$ cat config.mk
export PLATFORM = sky130hd
export DESIGN_NAME = vscale_htif_tohost_poller
export DESIGN_NICKNAME = d
export VERILOG_FILES = /design/src/rtl/vscale_htif_tohost_poller_pkg.sv /design/src/rtl/vscale_cycle_timeout.sv /design/src/rtl/vscale_htif_tohost_poller.sv
export SDC_FILE = /design/constraint.sdc
export NUM_CORES = 1
export LEC_CHECK = 0
export CORE_ASPECT_RATIO = 0.75
export CORE_MARGIN = 10
export CORE_UTILIZATION = 43
export CTS_CLUSTER_SIZE = 20
export DETAILED_ROUTE_END_ITERATION = 12
export GPL_TIMING_DRIVEN = 0
export PLACE_DENSITY = 0.86
export SYNTH_ARGS = -nofsm -noshare
export SYNTH_HDL_FRONTEND = slang
export SYNTH_SLANG_ARGS = --single-unit
$ cat constraint.sdc
create_clock -name clk -period 3.81 [get_ports clk]
set_clock_uncertainty 0.2 [all_clocks]
set_input_delay 0.762 -clock clk [delete_from_list [all_inputs] [get_ports clk]]
set_output_delay 0.762 -clock clk [all_outputs]
set_load 0.02 [all_outputs]
$ cat src/rtl/vscale_htif_tohost_poller_pkg.sv
// Shared constants, FSM encoding and tohost decode for the HTIF tohost poller.
// Address/width values mirror the vscale CSR address map and control constants.
package vscale_htif_tohost_poller_pkg;

    localparam int HTIF_PCR_WIDTH      = 64;
    localparam int HTIF_PCR_ADDR_WIDTH = 12;

    localparam logic [HTIF_PCR_ADDR_WIDTH-1:0] CSR_ADDR_TO_HOST = 12'h780;
    localparam logic [HTIF_PCR_WIDTH-1:0]      TOHOST_PASS      = 64'd1;

    typedef enum logic [2:0] {
        ST_IDLE     = 3'd0,
        ST_REQ      = 3'd1,
        ST_RESP     = 3'd2,
        ST_GAP      = 3'd3,
        ST_CLR_REQ  = 3'd4,
        ST_CLR_RESP = 3'd5,
        ST_DONE     = 3'd6
    } poller_state_e;

    typedef struct packed {
        logic                      pass;
        logic [HTIF_PCR_WIDTH-2:0] fail_code;
    } tohost_result_t;

    // Only called with a nonzero tohost value: 1 means pass, anything else is a fail code.
    function automatic tohost_result_t decode_tohost(input logic [HTIF_PCR_WIDTH-1:0] value);
        tohost_result_t res;
        res.pass      = (value == TOHOST_PASS);
        res.fail_code = res.pass ? '0 : value[HTIF_PCR_WIDTH-1:1];
        return res;
    endfunction

endpackage

$ cat src/rtl/vscale_cycle_timeout.sv
// Saturating cycle counter with a max-cycles comparison; max_cycles == 0 never expires.
module vscale_cycle_timeout #(
    parameter int unsigned CTR_W = 64
) (
    input  logic             clk,
    input  logic             reset,
    input  logic             en,
    input  logic [CTR_W-1:0] max_cycles,
    output logic [CTR_W-1:0] count,
    output logic             expired
);

    logic [CTR_W-1:0] r_count;

    // NOTE: sequential state is written only with non-blocking assignments.
    always_ff @(posedge clk) begin
        if (reset) begin
            r_count <= '0;
        end else if (en && (r_count != '1)) begin
            r_count <= r_count + CTR_W'(1);
        end
    end

    assign count   = r_count;
    assign expired = (max_cycles != '0) && (r_count > max_cycles);

endmodule

$ cat src/rtl/vscale_htif_tohost_poller.sv
// Host-side HTIF PCR master: polls tohost until nonzero, then reports pass/fail/timeout.
// Optional VSCALE_TOHOST_CLEAR_EN: write tohost back to 0 before reporting done.
module vscale_htif_tohost_poller
    import vscale_htif_tohost_poller_pkg::*;
#(
    parameter int unsigned POLL_GAP = 4,
    parameter int unsigned CTR_W    = 64
) (
    input  logic                           clk,
    input  logic                           reset,
    input  logic [CTR_W-1:0]               max_cycles,
    output logic                           htif_pcr_req_valid,
    input  logic                           htif_pcr_req_ready,
    output logic                           htif_pcr_req_rw,
    output logic [HTIF_PCR_ADDR_WIDTH-1:0] htif_pcr_req_addr,
    output logic [HTIF_PCR_WIDTH-1:0]      htif_pcr_req_data,
    input  logic                           htif_pcr_resp_valid,
    output logic                           htif_pcr_resp_ready,
    input  logic [HTIF_PCR_WIDTH-1:0]      htif_pcr_resp_data,
    output logic                           done,
    output logic                           pass,
    output logic                           timeout,
    output logic [HTIF_PCR_WIDTH-2:0]      fail_code,
    output logic [CTR_W-1:0]               cycle_count
);

    localparam int unsigned GAP_W    = (POLL_GAP > 1) ? $clog2(POLL_GAP) : 1;
    localparam int unsigned GAP_LAST = (POLL_GAP > 0) ? POLL_GAP - 1 : 0;

    poller_state_e             r_state;
    logic                      r_req_valid;
    logic                      r_resp_ready;
    logic [GAP_W-1:0]          r_gap_cnt;
    logic                      r_done;
    logic                      r_pass;
    logic                      r_timeout;
    logic [HTIF_PCR_WIDTH-2:0] r_fail_code;

    logic                      w_expired;
    logic                      w_decisive;
    tohost_result_t            w_resp_result;

    vscale_cycle_timeout #(.CTR_W(CTR_W)) u_cycle_timeout (
        .clk        (clk),
        .reset      (reset),
        .en         (!r_done),
        .max_cycles (max_cycles),
        .count      (cycle_count),
        .expired    (w_expired)
    );

    // A nonzero tohost arriving in RESP beats a simultaneous timeout.
    assign w_decisive    = (r_state == ST_RESP) && htif_pcr_resp_valid && (htif_pcr_resp_data != '0);
    assign w_resp_result = decode_tohost(htif_pcr_resp_data);

`ifdef VSCALE_TOHOST_CLEAR_EN
    logic                      r_req_rw;
    logic [HTIF_PCR_WIDTH-1:0] r_tohost;
    tohost_result_t            w_clr_result;

    assign w_clr_result    = decode_tohost(r_tohost);
    assign htif_pcr_req_rw = r_req_rw;
`else
    assign htif_pcr_req_rw = 1'b0;
`endif

    always_ff @(posedge clk) begin
        if (reset) begin
            r_state      <= ST_IDLE;
            r_req_valid  <= 1'b0;
            r_resp_ready <= 1'b0;
            r_gap_cnt    <= '0;
            r_done       <= 1'b0;
            r_pass       <= 1'b0;
            r_timeout    <= 1'b0;
            r_fail_code  <= '0;
`ifdef VSCALE_TOHOST_CLEAR_EN
            r_req_rw     <= 1'b0;
            r_tohost     <= '0;
`endif
        end else if (w_expired && !w_decisive && (r_state != ST_DONE)) begin
            r_state      <= ST_DONE;
            r_req_valid  <= 1'b0;
            r_resp_ready <= 1'b0;
            r_done       <= 1'b1;
            r_timeout    <= 1'b1;
`ifdef VSCALE_TOHOST_CLEAR_EN
            r_req_rw     <= 1'b0;
`endif
        end else begin
            case (r_state)
                ST_IDLE: begin
                    r_state     <= ST_REQ;
                    r_req_valid <= 1'b1;
                end
                ST_REQ: begin
                    if (htif_pcr_req_ready) begin
                        r_state      <= ST_RESP;
                        r_req_valid  <= 1'b0;
                        r_resp_ready <= 1'b1;
                    end
                end
                ST_RESP: begin
                    if (htif_pcr_resp_valid) begin
                        r_resp_ready <= 1'b0;
                        if (htif_pcr_resp_data == '0) begin
                            if (POLL_GAP == 0) begin
                                r_state     <= ST_REQ;
                                r_req_valid <= 1'b1;
                            end else begin
                                r_state   <= ST_GAP;
                                r_gap_cnt <= '0;
                            end
                        end else begin
`ifdef VSCALE_TOHOST_CLEAR_EN
                            r_state     <= ST_CLR_REQ;
                            r_tohost    <= htif_pcr_resp_data;
                            r_req_valid <= 1'b1;
                            r_req_rw    <= 1'b1;
`else
                            r_state     <= ST_DONE;
                            r_done      <= 1'b1;
                            r_pass      <= w_resp_result.pass;
                            r_fail_code <= w_resp_result.fail_code;
`endif
                        end
                    end
                end
                ST_GAP: begin
                    if (r_gap_cnt == GAP_LAST[GAP_W-1:0]) begin
                        r_state     <= ST_REQ;
                        r_req_valid <= 1'b1;
                    end else begin
                        r_gap_cnt <= r_gap_cnt + GAP_W'(1);
                    end
                end
`ifdef VSCALE_TOHOST_CLEAR_EN
                ST_CLR_REQ: begin
                    if (htif_pcr_req_ready) begin
                        r_state      <= ST_CLR_RESP;
                        r_req_valid  <= 1'b0;
                        r_req_rw     <= 1'b0;
                        r_resp_ready <= 1'b1;
                    end
                end
                ST_CLR_RESP: begin
                    if (htif_pcr_resp_valid) begin
                        r_state      <= ST_DONE;
                        r_resp_ready <= 1'b0;
                        r_done       <= 1'b1;
                        r_pass       <= w_clr_result.pass;
                        r_fail_code  <= w_clr_result.fail_code;
                    end
                end
`endif
                default: begin
                    r_state <= ST_DONE;
                end
            endcase
        end
    end

    assign htif_pcr_req_valid  = r_req_valid;
    assign htif_pcr_req_addr   = CSR_ADDR_TO_HOST;
    assign htif_pcr_req_data   = '0;
    assign htif_pcr_resp_ready = r_resp_ready;
    assign done                = r_done;
    assign pass                = r_pass;
    assign timeout             = r_timeout;
    assign fail_code           = r_fail_code;

endmodule
==> metrics.cfg <==
[yosys]
number_of_enable_type_register_cells_in_the_synthesized_netlist = 0
synth.distinct_cells = 54
post-synth-top-count-cell = dfxtp_1
syn-instance-count = 970
netlist_top_cells_area = dfxtp_1, ha_1, buf_4
async_sr_flop_fraction_pct = 0
postSynthAreaPerCell_um2 = 8.24
synth_seq_cells = 137
syn-cell-area_um2 = 8000
synth.yosys.warnings = 0
synth.top_cells.by_count = dfxtp_1, nor2_1, inv_1
proportion_of_synthesized_chip_area_in_sequential_cells_pct = 34.3
ys_dominant_reg_cell = dfxtp_1
synth_top_area_cell = dfxtp_1
post-synth-top-area-fraction_pct = 34.3

[clock_tree]
clk_root_buffer_cell = clkbuf_16
clock_insertion_delay_worst_skew_ps = 420
cts-hold-fix-buffers = 0
ctsHtreeMaxLevel = 4
numClockSinks = 137
clkSlewWorstSetupHoldPaths_ps = 60
clock_path_buffers = 2
cts_inserted_buffers = 17
tritoncts = done

[floorplan]
die_area_um2 = 24500
floorplan.rows = 43
floorplan.core_area_um2 = 18400
initial_utilization_pct = 43.5
design.portCount = 341
die-width_um = 177
chipHeight_um = 138

[status]
status = complete, no violations

[global_route]
grt_first_pass_wirelength_um = 45500
grt_usage_pct = 23.1
globalRoute.totalOverflow = 0
largest_net_degree_at_the_start_of_global_routing = 17
number_of_antenna_violations_at_the_first_check_in_global_routing = 1
vias_in_the_first_global_route = 8261

[timing]
transition_time_at_the_pin_with_the_least_slew_margin_ps = 963
setup_repair_after_global_routing_missed_its_margin = no
fin_tns_setup_ps = 0
slew_violations = 0
clock.fmax_ghz = 0.275
hold_viol_final = 0
post-route-worst-setup-slack_ps = 172
timing.hold.ws_ps = 287
period_share_pct = 95.5
setup_viol = 0
relSlewSlack_pct = 35.2
layout_min_cycle_time_ps = 3640

[route]
postRouteWirelength_um = 29400
drc = 0
via_count = 8294
wl_per_cell_um = 18.5
ant_nets = 0
post_drt_via_cell_ratio = 5.22
drt-initial-drc-count = 591
number_of_detailed_routing_iterations_run_before_antenna_repair = 5

[worst_hold_path]
worstHoldPathCells = 1
timing.hold.worst.class = flop to flop

[cells_and_area]
area_growth_from_synthesis_to_layout_pct = 48.5
final_net_count = 1525
stdcell_count = 1589
share_of_cells_above_drive_strength_1_pct = 10.1
fill_cells = 1546
layout.core_utilization_pct = 64.5

[critical_path]
cp-end-kind = flop
critical_path.max_fanout = 5
critical_path.startpoint_type = primary input
cp.arrival_ps = 3770
rr_worst_depth = 9
timing_worst_setup_path_type = primary input to flop
worst_ep_required_time_ps = 3940

[power]
p_int_mw = 2.87
netSwitchingFraction_pct = 27.4
power.net_switching_mw = 1.08
power.leakage_nw = 4.96
power-per-cell-area_nw_per_um2 = 333
vdd.ir_drop.worst_uv = 264
share_seq_of_total_power_pct = 38.1
pwr-share-comb_pct = 17.2
clkPwrFrac_pct = 44.6

[placed_design]
dp.cells = 1554
placer_s_final_routability_congestion_estimate = 0.882
place.detailed.hpwl_um = 24000
portBuffers = 262
dp_slack_ps = -433

[job]
drv.max_cap_violation_count = 0

## through the flow
| step | total power, mW | cell area (µm²) |
|---|---|---|
| 6_report | 3.95 | 11900 |
| 5_1_grt | 4.09 | 11900 |
| 4_1_cts | 3.96 | 11800 |
| 3_5_place_dp | 2.20 | 11200 |
| 3_3_place_gp | 2.19 | 11200 |
| 2_1_floorplan | 1.89 | 8280 |
## layer usage
metal	vias up	share of wire (%)	track usage, %
met2	346	48	37.6
met4	0	1.7	7.18
met3	34	8.2	6.12
met1	3913	42	29.1
li1	4001	-	-
met5	-	0	0
## worst max-delay path: stages
cell and delay (ps):
clkdlybuf4s50_1 480, inv_1 50, ha_1 310, nand4_1 260, nor4_4 440, nand3_2 210
and4bb_1 330, or3_1 150, a21oi_2 60, or4b_1 550, a21oi_1 160
## power groups by stage
stage	clock network (mW)	logic (mW)	registers, mW
after global routing	1.84	0.734	1.51
after floorplan	0	0.313	1.58
after detailed placement	0	0.668	1.54
after global placement	0	0.657	1.54
after CTS	1.78	0.673	1.51
final	1.76	0.680	1.51
## state kept, by name, indices dropped and copies added (netlist names)
name and flops:
r_state 3, pass 1, htif_pcr_req_valid 1, u_cycle_timeout.count 64, timeout 1, r_gap_cnt 2
fail_code 63, done 1, htif_pcr_resp_ready 1
## final timing paths
| kind | startpoint | slack, ps | endpoint |
|---|---|---|---|
| hold / removal | timeout$_SDFFE_PP0P_ | 290 | timeout$_SDFFE_PP0P_ |
| hold reg to reg | timeout$_SDFFE_PP0P_ | 290 | timeout$_SDFFE_PP0P_ |
| setup / recovery | max_cycles[59] | 170 | r_gap_cnt[1]$_SDFFE_PP0P_ |
| setup reg to reg | u_cycle_timeout.count[59]$_SDFFE_PP0P_ | 640 | r_gap_cnt[1]$_SDFFE_PP0P_ |
## timing repair
action	CTS	global route
pin swaps	0	1
endpoints found under the setup margin	1	3
buffers inserted	0	1
resized for setup	1	3
hold endpoints to repair	0	0
## kinds of logic after synthesis
family	Yosys count	share of synthesized area [%]
AND/OR/NAND/NOR	354	23.4
buffers and inverters	191	12.7
AO/OA/AOI/OAI	172	13.9
flip-flops	137	34.3
adder cells (fa/ha/maj)	66	10.3
XOR/XNOR	46	5.04
other	2	0.0939
multiplexers	2	0.250
## area by class of cell
class,count,area [µm²],area share (%)
Antenna cell,2,5.00,0.0422
Timing Repair Buffer,263,2630,22.2
Buffer,110,709,5.98
Sequential cell,137,2740,23.1
Tap cell,247,309,2.60
Clock inverter,14,186,1.57
Inverter,81,304,2.56
Clock buffer,18,439,3.70
Multi-Input combinational cell,717,4550,38.3
## layout by cell type (no fill, tap or decap), drive strengths merged, types with 3 or more instances in the layout
master	n
a2111oi	3
a21o	4
a21oi	55
a22oi	63
and2	7
and3	13
and4	9
buf	80
bufinv	3
clkbuf	49
clkdlybuf4s50	262
clkinv	4
conb	77
dfxtp	137
ha	66
inv	87
nand2	46
nand2b	3
nand3	30
nand3b	3
nand4	34
nor2	123
nor2b	5
nor3	16
nor4	39
o21a	3
o21ai	31
or3	18
xnor2	25
xor2	21
Power figures use the tool's default switching activity.
